[src/rtl/adder_pipe_seg.sv]
// ---------------------------------------------------------------------------
// adder_pipe_seg
//
// Segmented, carry-pipelined WIDTH-bit adder/subtractor. The word is split
// into SEGS slices of SW = WIDTH/SEGS bits. Stage k adds slice k and passes
// its carry to stage k+1 on the next enabled clock. Operand slices that have
// not been consumed yet travel down the pipe with the beat (skew), and result
// slices that are already done travel along with them (de-skew), so the whole
// result word leaves the last stage aligned.
//
// Ports:
//   clk        rising-edge clock
//   rst_n      asynchronous active-low reset
//   in_valid   operand beat valid
//   in_ready   block accepts a beat this cycle (= pipeline enable)
//   op0, op1   operands A and B (unsigned or two's complement)
//   cin        carry-in (add) / borrow-in (subtract)
//   sub        0 = A + B + cin, 1 = A - B - cin
//   out_valid  result beat valid
//   out_ready  downstream accepts the result
//   sum        result word
//   cout       carry-out (add) / borrow-out (subtract)
//   ovf        signed two's-complement overflow
// ---------------------------------------------------------------------------
module adder_pipe_seg #(
    parameter int WIDTH = 32,
    parameter int SEGS  = 4
) (
    input  logic             clk,
    input  logic             rst_n,
    input  logic             in_valid,
    output logic             in_ready,
    input  logic [WIDTH-1:0] op0,
    input  logic [WIDTH-1:0] op1,
    input  logic             cin,
    input  logic             sub,
    output logic             out_valid,
    input  logic             out_ready,
    output logic [WIDTH-1:0] sum,
    output logic             cout,
    output logic             ovf
);

    localparam int SW   = WIDTH / SEGS;
    localparam int LAST = SEGS - 1;

    // Elaboration-time parameter checks.
    if ((SEGS < 1) || (SEGS > WIDTH)) begin : g_bad_segs
        $error("adder_pipe_seg: SEGS must lie in 1..WIDTH");
    end
    if ((WIDTH % SEGS) != 0) begin : g_bad_width
        $error("adder_pipe_seg: WIDTH must be a multiple of SEGS");
    end

    // One slice of the ripple: {carry, sum} with SW+1-bit arithmetic.
    function automatic logic [SW:0] seg_add(
        input logic [SW-1:0] x,
        input logic [SW-1:0] y,
        input logic          ci
    );
        return {1'b0, x} + {1'b0, y} + {{SW{1'b0}}, ci};
    endfunction

    // Pipeline state, index = stage that produced it.
    logic [SEGS-1:0]  vld_p;
    logic [SEGS-1:0]  sub_p;
    logic [SEGS-1:0]  cry_p;
    logic [WIDTH-1:0] a_p [SEGS];
    logic [WIDTH-1:0] b_p [SEGS];
    logic [WIDTH-1:0] s_p [SEGS];

    // Inputs seen by each stage.
    logic [SEGS-1:0]  vld_src;
    logic [SEGS-1:0]  sub_src;
    logic [SEGS-1:0]  cry_src;
    logic [WIDTH-1:0] a_src [SEGS];
    logic [WIDTH-1:0] b_src [SEGS];
    logic [WIDTH-1:0] s_src [SEGS];

    // Per-stage results.
    logic [SW:0]      seg_res [SEGS];
    logic [SEGS-1:0]  cry_nxt;
    logic [WIDTH-1:0] s_nxt [SEGS];

    logic en;

    // The whole pipe moves together; a full output slot that nobody takes
    // freezes every stage, bubbles included.
    assign en       = out_ready | ~vld_p[LAST];
    assign in_ready = en;

    // ---- stage 0 input: operand conditioning ----
    // Subtract is A + ~B + ~borrow, so a borrow-in of 1 becomes carry-in 0.
    always_comb begin
        vld_src[0] = in_valid;
        sub_src[0] = sub;
        cry_src[0] = sub ? ~cin : cin;
        a_src[0]   = op0;
        b_src[0]   = sub ? ~op1 : op1;
        s_src[0]   = '0;
        for (int k = 1; k < SEGS; k++) begin
            vld_src[k] = vld_p[k-1];
            sub_src[k] = sub_p[k-1];
            cry_src[k] = cry_p[k-1];
            a_src[k]   = a_p[k-1];
            b_src[k]   = b_p[k-1];
            s_src[k]   = s_p[k-1];
        end
    end

    // ---- stages 0..SEGS-1: slice k add, other slices pass through ----
    always_comb begin
        for (int k = 0; k < SEGS; k++) begin
            seg_res[k]              = seg_add(a_src[k][k*SW +: SW],
                                              b_src[k][k*SW +: SW],
                                              cry_src[k]);
            cry_nxt[k]              = seg_res[k][SW];
            s_nxt[k]                = s_src[k];
            s_nxt[k][k*SW +: SW]    = seg_res[k][SW-1:0];
        end
    end

    // ---- pipeline registers ----
    // Data captured on every enabled cycle, bubbles too, so a bubble slot
    // holds whatever the inputs were: deterministic, never observed.
    always_ff @(posedge clk or negedge rst_n) begin
        if (!rst_n) begin
            vld_p <= '0;
            sub_p <= '0;
            cry_p <= '0;
            for (int k = 0; k < SEGS; k++) begin
                a_p[k] <= '0;
                b_p[k] <= '0;
                s_p[k] <= '0;
            end
        end else if (en) begin
            vld_p <= vld_src;
            sub_p <= sub_src;
            cry_p <= cry_nxt;
            for (int k = 0; k < SEGS; k++) begin
                a_p[k] <= a_src[k];
                b_p[k] <= b_src[k];
                s_p[k] <= s_nxt[k];
            end
        end
    end

    // ---- output stage ----
    // b_p holds the conditioned operand, so one overflow rule covers add and
    // subtract. Flipping the final carry with sub turns it into a borrow.
    assign out_valid = vld_p[LAST];
    assign sum       = s_p[LAST];
    assign cout      = cry_p[LAST] ^ sub_p[LAST];
    assign ovf       = (a_p[LAST][WIDTH-1] == b_p[LAST][WIDTH-1]) &
                       (s_p[LAST][WIDTH-1] != a_p[LAST][WIDTH-1]);

endmodule

[config.mk]
export PLATFORM = sky130hd
export DESIGN_NAME = adder_pipe_seg
export DESIGN_NICKNAME = d
export VERILOG_FILES = /design/src/rtl/adder_pipe_seg.sv
export SDC_FILE = /design/constraint.sdc
export NUM_CORES = 1
export LEC_CHECK = 0
export ABC_AREA = 0
export CAP_MARGIN = 20
export CORE_MARGIN = 5
export CORE_UTILIZATION = 58
export CTS_BUF_LIST = sky130_fd_sc_hd__clkbuf_4
export CTS_CLUSTER_SIZE = 16
export DETAILED_ROUTE_END_ITERATION = 16
export HOLD_SLACK_MARGIN = 0.12
export PLACE_DENSITY = 0.84
export SLEW_MARGIN = 30
export SYNTH_ARGS = -nofsm -noshare
export SYNTH_HDL_FRONTEND = slang
export SYNTH_SLANG_ARGS = --single-unit
[constraint.sdc]
create_clock -name clk -period 2.31 [get_ports clk]
set_input_delay 0.3465 -clock clk [delete_from_list [all_inputs] [get_ports clk]]
set_output_delay 0.3465 -clock clk [all_outputs]
set_load 0.01 [all_outputs]
* After elaboration in Yosys (flattened, before gate mapping)
Index checks and enable logic that the tools add are counted.
Storage, ports and cells: memory bits (read-only) 0, word-level logic and storage cells 33, memories kept 0, bits in latches 0, input bits 70, bits in writable memories 0, flip-flop bits (word level) 348
Cells by class: bitwise logic cells 6, $add $sub $neg 8, div/mod/pow operators 0, muxes and demuxes 2, reductions and logical operators 0, eq/ne operators 2, $mul 0, shift-type cells 0, order comparisons 0
Operator list (number):
- adder 8 x 8 -> 9 bit | 4
- adder 9 x 1 -> 9 bit | 4
- two-way mux 32 bit | 1
- NOT 32 bit | 1
- NOT 1 bit | 2
- bitwise AND 1 bit | 1
- equality test 1 bit | 1
- two-way mux 1 bit | 1
- != test 1 bit | 1
- OR 1 bit | 1
- bitwise XOR 1 bit | 1

* Longest topological paths before layout
word-level depth 4, gate-level depth with buffers 11, depth with buffers taken out 9

* Worst setup path before layout
No wires, ideal clock.
path type in2reg, from input port sub, to register cry_p[0], setup time 124 ps, buffers on the path 2, cell stages on the path 11, setup slack -126 ps, arrival 2312 ps, required time 2186 ps, cells stage by stage buf_2 buf_2 xor2_1 fa_1 inv_1 fa_1 nor2b_1 o31a_1 o21ai_1 a21oi_1 a211o_1
On the way: cells in the longest elaborated chain, start to end 3, elaborated cells on any way between the ends 4, classes of those cells add/sub: 2; mux: 2
Ends and longest elaborated chain:
- from (decl) | line 36 | input logic sub,
- two-way mux 32 bit | line 99 | b_src[0] = sub ? ~op1 : op1;
- adder 8 x 8 -> 9 bit | line 61 | return {1'b0, x} + {1'b0, y} + {{SW{1'b0}}, ci};
- adder 9 x 1 -> 9 bit * | line 61
- to (signal assigned) | line 139 | cry_p <= cry_nxt;
- to (decl) | line 67 | logic [SEGS-1:0] cry_p;
Mark *: on every way between the ends. The rest lies on a longest branch, timed or not. A chain may end at the register's enable or synchronous reset.

* Worst setup path in the final report
from register cry_p[2], to register s_p (netlist bit sum[30])
On the way: cells in the longest elaborated chain, start to end 1
Ends and longest elaborated chain:
- adder 9 x 1 -> 9 bit | line 61
- to (signal, indexed assignment) | line 143 | s_p[k] <= s_nxt[k];
- to (decl) | line 70 | logic [WIDTH-1:0] s_p [SEGS];
No other way between the ends.

==> run metrics <==
status finished clean; met2 Usage GRT 32.5%; Leak 4.95 nW; final worst slack 106 ps; layout cells sized above 1 6.00%; Rows 44; CTS tree done; Initial Util 59.0%; most common cell in the netlist nand2_1; Die Height 131 µm; EDFF count, synth 0; nets@finish 1143; CP Class reg2reg; die area 17300 µm²; clk slew on worst S/H paths 140 ps; Clock Skew 10.8 ps; Hold WC Path Type in2reg; RSZ-0062 raised after global routing false; via/cell ratio 5.18; Max Slew Vio Count 0; Cell Pwr Density 1230 nW/µm²; Max Clock Freq 0.454 GHz; period utilisation layout 95.4%; worst hold slack 240 ps; top-area cell type share of the netlist area 55.7%; port bufs 105; syn nets 1046; GRT overflow 0; DR WL/cell 13.2 µm; Final Non-Filler Cells 1234; area grow syn2layout 18.2%; Yosys reg bits 190; routed via count 6386; largest net degree at the start of global routing 108; Post-Synthesis Cells 940; antenna violations before repair 0; CP max FO 3; peak supply drop 0.586 mV; vias in the first global route 6189; core footprint 14500 µm²; Post-Place Cells 1197; Worst setup SP type register; required time worst endpoint 2840 ps; HPWL Detailed 11300 µm; Slew @ Worst Pin 517 ps; Sinks on Clock Net 190; met1 GRT Util 25.5%; GR Util All Layers 19.5%; H-tree level count 4; Crit path arrival time 2730 ps; Yosys top cell by area dfrtp_1; top post-synthesis cells by area dfrtp_1 56%, nand2_1 19%, ha_1 4.1%, o21ai_0 3.6%, xnor2_1 2.6%; Post-synth top flop dfrtp_1; Slew headroom 65.5%; Netlist cell types 35; I/O pin count 106; clk root buf clkbuf_4; chip width 131 µm; maxcap violations 0; Post-Route WL 16200 µm; Placed Area 9800 µm²; worst-case clock buffer depth 2; Synth warnings 0; DR DRC count 0; post-layout min period 2200 ps; first-pass GRT wire length 28100 µm; met3 Use GR 4.32%; final setup vio count 0; Inserted Clock Buffers 17; busiest grt layer met2; sequential-to-total area share from yosys stat 55.7%; synthesized cell area 8540 µm²; top post-synthesis cells by count 439 x nand2_1, 190 x dfrtp_1, 62 x o21ai_0; Post-synth ARST share 100%; total power draw 12.4 mW; GPL Wtd Cong 0.844; # diodes 0; syn_area_per_cell 9.09 µm²; final instance area 10100 µm²; router iterations before antenna repair 4; clk_lat worst skew 570 ps; Crit. End Element register; Placement Setup Slack -334 ps; DRT iter0 DRCs 439; Fin. Hold Viols 0; Final ANT Viol Nets 0
-- layout make-up --
type	instances	area [µm²]
flip-flops and latches	190	4750
inverters	14	55.1
well taps	184	230
multi-input cells	690	3560
fillers	1141	4380
clock inverters	14	101
clock buffers	18	135
repair buffers	124	1260
-- routing by layer --
metal	share of wire, %	vias up
met4	1.6	0
met5	0	-
met1	45	3029
met2	49	135
met3	4.9	24
li1	-	3198
-- layout by cell type, fill, tap and decap left out, types with 9 or more instances in the layout --
cell type | synthesis | layout
nor2_1 | 20 | 20
buf_4 | 0 | 13
a211oi_1 | 12 | 12
inv_1 | 13 | 12
nand2_1 | 439 | 439
dfrtp_1 | 190 | 190
ha_1 | 28 | 28
o21ai_0 | 62 | 62
clkdlybuf4s50_1 | 0 | 103
xnor2_1 | 25 | 25
xor2_1 | 22 | 21
nor3_1 | 9 | 9
a21oi_1 | 17 | 15
clkbuf_4 | 0 | 18
-- worst paths after layout --
check,startpoint,endpoint,slack (ps),cells after the start
worst max register to register,cry_p[2],sum[30],110,8
worst min register to register,vld_p[2],vld_p[3],480,1
min in group asynchronous,rst_n,sum[0],290,2
worst min-delay path,sub,sub_p[0],240,4
worst max-delay path,cry_p[2],sum[30],110,8
max in group asynchronous,rst_n,a_p[121],1290,3
-- metrics by stage --
step / util [%] / TNS (ps)
after CTS: 69.5 / 0
after floorplan: - / 0
after global placement: 67.7 / -1030
final: 69.7 / 0
after detailed placement: 67.7 / -1280
after global routing: 69.7 / 0
-- kinds of logic after synthesis --
logic type	after synthesis	share of synthesized area (%)
compound gates	125	8.67
xor+xnor	47	4.82
fa+ha+maj	36	5.98
buf+inv	60	3.05
flops	190	55.7
simple gates	482	21.8
-- sequential cells by signal, summed over array words and instances, names as in the netlist --
signal  flops
a_p        49
b_p        49
cry_p       4
s_nxt      48
sub_p       4
sum        32
vld_p       4
-- timing repair --
action / CTS / global route
pin swaps: 1 / 1
gates cloned: 0 / 0
endpoints found under the setup margin: 2 / 5
gates resized for setup: 2 / 3
hold buffers: 1 / 0
endpoints found under the hold margin: 92 / 0
buffers inserted: 0 / 4
-- power breakdown --
group          internal [mW]  total [mW]  switching, mW  leakage [nW]
sequential              4.79        5.60          0.813          2.30
clock                  0.525        1.58           1.06         0.136
combinational           2.43        5.26           2.83          2.52
-- critical path: stages, from the launching register on --
cell      delay [ps]
dfrtp_1          430
fa_2             430
inv_1            100
fa_2             230
nor2b_4           50
o31a_1           270
o311a_1          310
a211oi_1         230
a21o_1           110
(Power assumes the default switching activity.)
